--- src/rtl/multicycle_sequencer.sv ---
`default_nettype none
// ============================================================================
// Module   : multicycle_sequencer
// Purpose  : Control sequencer for a multicycle RV32I-style datapath. It walks
//            FETCH -> DECODE -> EXEC -> [MEM] -> [WB], issues the memory,
//            register-file and PC strobes, and traps on illegal opcodes,
//            illegal branch funct3 codes, or a memory acknowledge timeout.
// Ports    : clk, rst_n           - clock, asynchronous active-low reset
//            op, funct3           - instruction fields (stable DECODE..WB)
//            imem_ack, dmem_ack   - memory acknowledges
//            br_taken             - ALU branch-compare result
//            imem_req, ir_we      - fetch request / IR load strobe
//            dmem_req, dmem_we    - data request / store qualifier
//            rf_we, pc_we, pc_sel - register-file and PC update controls
//            trap, state          - trap flag / current state code
// Revision : 1.0 - initial release
// ============================================================================
module multicycle_sequencer #(
    parameter int unsigned TIMEOUT = 15
) (
    input  logic       clk,
    input  logic       rst_n,
    input  logic [6:0] op,
    input  logic [2:0] funct3,
    input  logic       imem_ack,
    input  logic       dmem_ack,
    input  logic       br_taken,
    output logic       imem_req,
    output logic       ir_we,
    output logic       dmem_req,
    output logic       dmem_we,
    output logic       rf_we,
    output logic       pc_we,
    output logic [1:0] pc_sel,
    output logic       trap,
    output logic [2:0] state
);

    localparam logic [2:0] c_FETCH  = 3'd0;
    localparam logic [2:0] c_DECODE = 3'd1;
    localparam logic [2:0] c_EXEC   = 3'd2;
    localparam logic [2:0] c_MEM    = 3'd3;
    localparam logic [2:0] c_WB     = 3'd4;
    localparam logic [2:0] c_TRAP   = 3'd7;

    localparam logic [6:0] c_OP_LOAD   = 7'b0000011;
    localparam logic [6:0] c_OP_STORE  = 7'b0100011;
    localparam logic [6:0] c_OP_ALUI   = 7'b0010011;
    localparam logic [6:0] c_OP_ALU    = 7'b0110011;
    localparam logic [6:0] c_OP_JAL    = 7'b1101111;
    localparam logic [6:0] c_OP_JALR   = 7'b1100111;
    localparam logic [6:0] c_OP_BRANCH = 7'b1100011;

    localparam logic [1:0] c_PC_PLUS4 = 2'b00;
    localparam logic [1:0] c_PC_REL   = 2'b01;
    localparam logic [1:0] c_PC_REG   = 2'b10;

    localparam logic [7:0] c_TIMEOUT = 8'(TIMEOUT);

    logic [2:0] r_state;
    logic [2:0] w_next_state;
    logic [7:0] r_wait_cnt;
    logic [7:0] w_wait_cnt_next;

    logic w_is_load, w_is_store, w_is_alu, w_is_jump, w_is_branch;
    logic w_legal, w_br_illegal;

    logic       w_imem_req, w_ir_we, w_dmem_req, w_dmem_we;
    logic       w_rf_we, w_pc_we, w_trap;
    logic [1:0] w_pc_sel;

    assign w_is_load    = (op == c_OP_LOAD);
    assign w_is_store   = (op == c_OP_STORE);
    assign w_is_alu     = (op == c_OP_ALUI) || (op == c_OP_ALU);
    assign w_is_jump    = (op == c_OP_JAL) || (op == c_OP_JALR);
    assign w_is_branch  = (op == c_OP_BRANCH);
    assign w_legal      = w_is_load || w_is_store || w_is_alu || w_is_jump || w_is_branch;
    assign w_br_illegal = (funct3 == 3'b010) || (funct3 == 3'b011);

    // Next-state and strobe decode. Strobes depend on the current state and,
    // where the protocol requires a same-cycle response, on ack/br_taken.
    always_comb begin
        w_next_state = r_state;
        w_imem_req   = 1'b0;
        w_ir_we      = 1'b0;
        w_dmem_req   = 1'b0;
        w_dmem_we    = 1'b0;
        w_rf_we      = 1'b0;
        w_pc_we      = 1'b0;
        w_pc_sel     = c_PC_PLUS4;
        w_trap       = 1'b0;

        case (r_state)
            c_FETCH: begin
                w_imem_req = 1'b1;
                w_ir_we    = imem_ack;
                // An ack in the timeout cycle still completes the fetch.
                if (imem_ack)
                    w_next_state = c_DECODE;
                else if (r_wait_cnt == c_TIMEOUT)
                    w_next_state = c_TRAP;
            end

            c_DECODE: begin
                w_next_state = w_legal ? c_EXEC : c_TRAP;
            end

            c_EXEC: begin
                if (w_is_load || w_is_store) begin
                    w_next_state = c_MEM;
                end else if (w_is_alu || w_is_jump) begin
                    w_next_state = c_WB;
                end else if (w_is_branch && !w_br_illegal) begin
                    w_pc_we      = 1'b1;
                    w_pc_sel     = br_taken ? c_PC_REL : c_PC_PLUS4;
                    w_next_state = c_FETCH;
                end else begin
                    w_next_state = c_TRAP;
                end
            end

            c_MEM: begin
                w_dmem_req = 1'b1;
                w_dmem_we  = w_is_store;
                if (dmem_ack) begin
                    if (w_is_store) begin
                        w_pc_we      = 1'b1;
                        w_next_state = c_FETCH;
                    end else begin
                        w_next_state = c_WB;
                    end
                end else if (r_wait_cnt == c_TIMEOUT) begin
                    w_next_state = c_TRAP;
                end
            end

            c_WB: begin
                w_rf_we      = 1'b1;
                w_pc_we      = 1'b1;
                w_next_state = c_FETCH;
                if (op == c_OP_JAL)
                    w_pc_sel = c_PC_REL;
                else if (op == c_OP_JALR)
                    w_pc_sel = c_PC_REG;
            end

            c_TRAP: begin
                w_trap = 1'b1;
            end

            // Unused codes 5 and 6 fall into TRAP on the next edge.
            default: begin
                w_next_state = c_TRAP;
            end
        endcase
    end

    // Wait counter restarts on every state change and only counts cycles spent
    // waiting for an acknowledge in FETCH or MEM.
    always_comb begin
        w_wait_cnt_next = r_wait_cnt;
        if (w_next_state != r_state)
            w_wait_cnt_next = 8'd0;
        else if (((r_state == c_FETCH) && !imem_ack) || ((r_state == c_MEM) && !dmem_ack))
            w_wait_cnt_next = r_wait_cnt + 8'd1;
    end

    always_ff @(posedge clk or negedge rst_n) begin
        if (!rst_n) begin
            r_state    <= c_FETCH;
            r_wait_cnt <= 8'd0;
        end else begin
            r_state    <= w_next_state;
            r_wait_cnt <= w_wait_cnt_next;
        end
    end

    // Reset holds state at FETCH, but FETCH alone would raise imem_req; the
    // outputs are therefore qualified by rst_n so every strobe is low while
    // reset is applied and drops the instant it is asserted.
    assign imem_req = rst_n & w_imem_req;
    assign ir_we    = rst_n & w_ir_we;
    assign dmem_req = rst_n & w_dmem_req;
    assign dmem_we  = rst_n & w_dmem_we;
    assign rf_we    = rst_n & w_rf_we;
    assign pc_we    = rst_n & w_pc_we;
    assign pc_sel   = rst_n ? w_pc_sel : c_PC_PLUS4;
    assign trap     = rst_n & w_trap;
    assign state    = r_state;

endmodule
`default_nettype wire

--- config.mk ---
export PLATFORM = sky130hd
export DESIGN_NAME = multicycle_sequencer
export DESIGN_NICKNAME = d
export VERILOG_FILES = /design/src/rtl/multicycle_sequencer.sv
export SDC_FILE = /design/constraint.sdc
export NUM_CORES = 1
export LEC_CHECK = 0
export CAP_MARGIN = 20
export CORE_MARGIN = 2
export CORE_UTILIZATION = 46
export CTS_CLUSTER_SIZE = 40
export DETAILED_ROUTE_END_ITERATION = 8
export GPL_ROUTABILITY_DRIVEN = 0
export PLACE_DENSITY = 0.75
export SLEW_MARGIN = 20
export SYNTH_ARGS = -nofsm -noshare
export SYNTH_HDL_FRONTEND = slang
export SYNTH_SLANG_ARGS = --single-unit
--- constraint.sdc ---
create_clock -name clk -period 2.9 [get_ports clk]
set_clock_uncertainty 0.1 [all_clocks]
set_input_delay 0.87 -clock clk [delete_from_list [all_inputs] [get_ports clk]]
set_output_delay 0.87 -clock clk [all_outputs]
set_load 0.02 [all_outputs]
==> impl.org <==
** Logic synthesis
- Cell with the most instances after synthesis :: sky130_fd_sc_hd__dfrtp_1
- The synthesized netlist occupies a cell area of 925.9 µm².
- Most common library cells after synthesis :: 11 x sky130_fd_sc_hd__dfrtp_1, 9 x sky130_fd_sc_hd__nor4_1, 7 x sky130_fd_sc_hd__nor2_1
- Counting flops with a built-in enable in the synthesized netlist gives 0.
- Library cells used by synthesis :: 39
- Number of synthesis warnings :: 0
- Counting every instance in the synthesized netlist gives 104.
- In this run the biggest area consumer among cell types represents 29.73% of the synthesized area.
- Mean instance size in the synthesized netlist :: 8.903 µm²
- In the synthesized netlist the dominant register cell turns out to be sky130_fd_sc_hd__dfrtp_1.
- Leading area contributor after synthesis :: sky130_fd_sc_hd__dfrtp_1
- Biggest area contributors in the synthesized netlist :: sky130_fd_sc_hd__dfrtp_1 30%, sky130_fd_sc_hd__nor4_1 6.1%, sky130_fd_sc_hd__xor2_1 5.7%, sky130_fd_sc_hd__and3_1 4.1%, sky130_fd_sc_hd__o21ai_0 3.2%
- Counting flops and latches in the post-synthesis netlist gives 11.
- Async set or reset register ratio after synthesis :: 100.0%
- Part of the Yosys area used for sequential elements :: approximately 30%
- Counting every net in the synthesized netlist gives 120.

** Timing
- Setup repair after global routing missed its margin :: yes
- In the finished design, the share of the clock period the worst path needs comes to 107.0%.
- Slew Limit Headroom :: 56.54%
- Final Max Slew Viols :: 0
- Based on the critical path, the design can be clocked at up to ~320 MHz.
- Total setup violations reported at the end of the flow :: 8
- Setup slack on the critical path of the routed design comes to -0.2026 ns.
- Slew at the pin with the worst max-slew slack :: 0.6435 ns
- Min cycle time layout :: slightly above 3 ns
- The number of endpoints with negative hold slack in the final report is 0.

** Finish
- For this run, the post-layout net count is 189.
- The area growth from synthesis to layout is 86.35%.
- Fraction of layout cells with a size suffix above 1 :: 50.00%
- The layout has 88 filler cells.
- Fraction of the core area covered by cells at the end of the flow :: 89.78%
- Antenna diodes :: 0

** Critical path
- On the worst path, the slowest cell contributes a delay of 0.33 ns.
- The worst setup path is of the input pin to output port kind.
- In this run the critical register-to-register path is captured at r_wait_cnt[0].
- Data on the critical path arrives at its endpoint at 2.13 ns.
- Type of destination of the critical path :: output port
- At the worst endpoint, the required time is 1.93 ns.
- Maximum fanout along the worst path :: 2
- For this design, the slowest cell found on the critical path is sky130_fd_sc_hd__or3_4.
- For the worst flop-to-flop path, the logic depth is 6.
- The worst setup path is launched from an input pin.
- The startpoint identified for the worst register-to-register timing path is r_wait_cnt[4].
- Ordered cell list for the critical path :: buf_6 > nor2b_4 > or3_4 > nor4_4 > buf_4 > o31a_1 > buf_6
- Most common cell type on the critical path :: sky130_fd_sc_hd__buf_6
- R2R Setup Slk :: 0.38 ns

** Clock tree
- Clock tree synthesis selected as its root buffer the cell sky130_fd_sc_hd__clkbuf_4.
- Clock latency at the later pin of the worst-skew pair :: 0.28 ns
- Clock tree from TritonCTS :: yes
- Hold repair after CTS inserted 0 buffers.
- In this run the number of H-tree levels came out at 1.
- Clock tree synthesis inserted a total of 3 buffers.
- Sink count of the clock tree :: 11
- Clock-pin slew was measured on the worst setup and hold paths at 0.07 ns.
- Buffer depth of the longest clock path :: 2

** Floorplanning
- In this run the standard cell core region covers 1922 µm².
- Initial core utilization :: 48.18%
- From bottom edge to top edge, the die measures 48.87 µm.
- Ports :: 27
- The floorplan step defined a die boundary enclosing roughly 2400 µm².
- Number of placement rows :: 16
- In this run the horizontal extent of the chip is 48.87 µm.

** Outcome
- The final reports fail on setup timing.
- The flow ran to the end, but the final reports show violations.

** Route
- For this block, the initial DRC count from the detailed router was 51.
- In this run the remaining antenna-violating nets after routing total 0.
- Detailed-routing iteration count for the pre-antenna-repair pass :: 4
- The final route contains roughly 1.2k vias.
- In the final routed layout, each cell accounts on average for roughly 22 µm.
- After detailed routing, the number of vias per cell comes to 6.146.
- After detailed routing, the number of remaining DRC violations is 0.
- Detailed-route wire length :: 4306 µm

** Power and ir drop
- Lkg Pwr :: 0.7632 nW
- IR analysis of the VDD net gives a maximum drop of between 400 and 500 µV.
- Dividing total power by cell area gives a power density of 191.8 nW/µm².

** Global route
- GR Overflow Total :: 0
- The number of global-route vias before repair was between 1k and 1.5k.
- Global-route wire length before repair :: between 5000 and 6000 µm
- Number of antenna violations at the first check in global routing :: 0
- Entering global routing, the biggest net connects 14 pins.
- Across every metal layer, demand over resource in global routing totals 29.10%.

** Placed design
- Dpl ws :: -0.9795 ns
- After legalization and detailed placement, the total HPWL measured 2123 µm.
- Total of buffers placed on input and output ports :: 25

** Job
- Maximum capacitance violations :: 0

** Worst hold path
- In this run the most critical hold path is launched from r_wait_cnt[1].
- For hold timing, the worst endpoint is r_wait_cnt[1].
- The min-delay analysis places its worst path in the category flop to flop.
- The worst hold path was traced through 2 stages.
[cells by family after synthesis]
group           synth area share, %
xor+xnor                      6.622
buf+inv                       5.271
simple gates                  37.16
compound gates                18.78
mux                           1.081
flops                         29.73
fa+ha+maj                     1.351
[report_power, final]
part | switching [mW] | internal, mW
sequential | 0.000234 | 0.154
combinational | 0.0312 | 0.0361
clock | 0.0587 | 0.0512
[what timing repair did]
action	4_1_cts	5_1_grt
pin swaps	5	15
resized for setup	74	28
buffers inserted	10	6
endpoints found under the setup margin	9	12
endpoints found under the hold margin	0	0
[layer usage]
| metal | GRT usage (%) | wire length [µm] | share of wire [%] |
|---|---|---|---|
| met5 | 0 | 0 | 0 |
| met4 | 16.19 | 171 | 4.0 |
| met1 | 32.35 | 1770 | 41 |
| met3 | 7.975 | 244 | 5.7 |
| met2 | 50.00 | 2120 | 49 |
[worst max-delay path by stage]
stage | to | slack, ns | cells past startpoint | startpoint
floorplan | pc_sel[0] | 0.006 | 5 | funct3[1]
global placement | pc_we | -0.87 | 6 | op[3]
detailed placement | pc_sel[0] | -0.98 | 7 | funct3[1]
CTS | pc_we | -0.27 | 7 | funct3[1]
global route | pc_we | -0.22 | 7 | funct3[1]
finish | pc_we | -0.20 | 7 | funct3[1]
[placed cells by master (no fill, tap or decap), types with 2 or more instances in the layout]
cell / synthesis / final
sky130_fd_sc_hd__clkdlybuf4s50_1: 0 / 6
sky130_fd_sc_hd__and2_1: 3 / 3
sky130_fd_sc_hd__o2111ai_1: 2 / 2
sky130_fd_sc_hd__nand2_1: 5 / 5
sky130_fd_sc_hd__and3_1: 6 / 6
sky130_fd_sc_hd__nor2_1: 7 / 6
sky130_fd_sc_hd__o21ai_2: 2 / 2
sky130_fd_sc_hd__nor3_1: 2 / 2
sky130_fd_sc_hd__nor4_4: 1 / 9
sky130_fd_sc_hd__xor2_1: 6 / 6
sky130_fd_sc_hd__dfrtp_1: 11 / 11
sky130_fd_sc_hd__buf_4: 1 / 41
sky130_fd_sc_hd__a21oi_1: 3 / 3
sky130_fd_sc_hd__clkbuf_4: 0 / 3
sky130_fd_sc_hd__dlygate4sd2_1: 0 / 5
sky130_fd_sc_hd__nor2b_1: 4 / 3
sky130_fd_sc_hd__buf_6: 2 / 8
sky130_fd_sc_hd__nor3b_2: 0 / 2
sky130_fd_sc_hd__buf_2: 0 / 4
sky130_fd_sc_hd__nand4b_1: 2 / 2
sky130_fd_sc_hd__o21ai_0: 6 / 6
sky130_fd_sc_hd__inv_1: 5 / 5
sky130_fd_sc_hd__or3_4: 0 / 3
[layout make-up]
type,count,area (µm²),area share (%)
multi-input cells,85,822.0,47.64
repair buffers,67,548.0,31.76
flip-flops and latches,11,275.3,15.95
well taps,27,33.78,1.958
clock buffers,3,22.52,1.305
inverters,5,18.77,1.088
clock inverters,1,5.005,0.2901
[sequential cells by signal (all words and copies together) (netlist names)]
| signal | count |
|---|---|
| r_wait_cnt | 8 |
| state | 3 |
[per-stage QoR]
stage / TNS, ns / hold WS [ns] / area (µm²) / instances / power [mW]
after floorplan: 0 / 0.4652 / 925.9 / 104 / 0.1657
after global placement: -4.977 / 0.5086 / 1375 / 179 / 0.2048
after detailed placement: -5.489 / 0.5035 / 1375 / 179 / 0.2063
after CTS: -0.4765 / 0.5270 / 1505 / 193 / 0.3199
after global routing: -1.259 / 0.6091 / 1725 / 199 / 0.3458
final: -0.7851 / 0.5957 / 1725 / 199 / 0.3310
[worst max-delay path, delay by kind of cell]
kind	cells	cell delay [ns]
buf+inv	3	0.38
simple gates	3	0.70
compound gates	1	0.17
(Power assumes the default switching activity.)
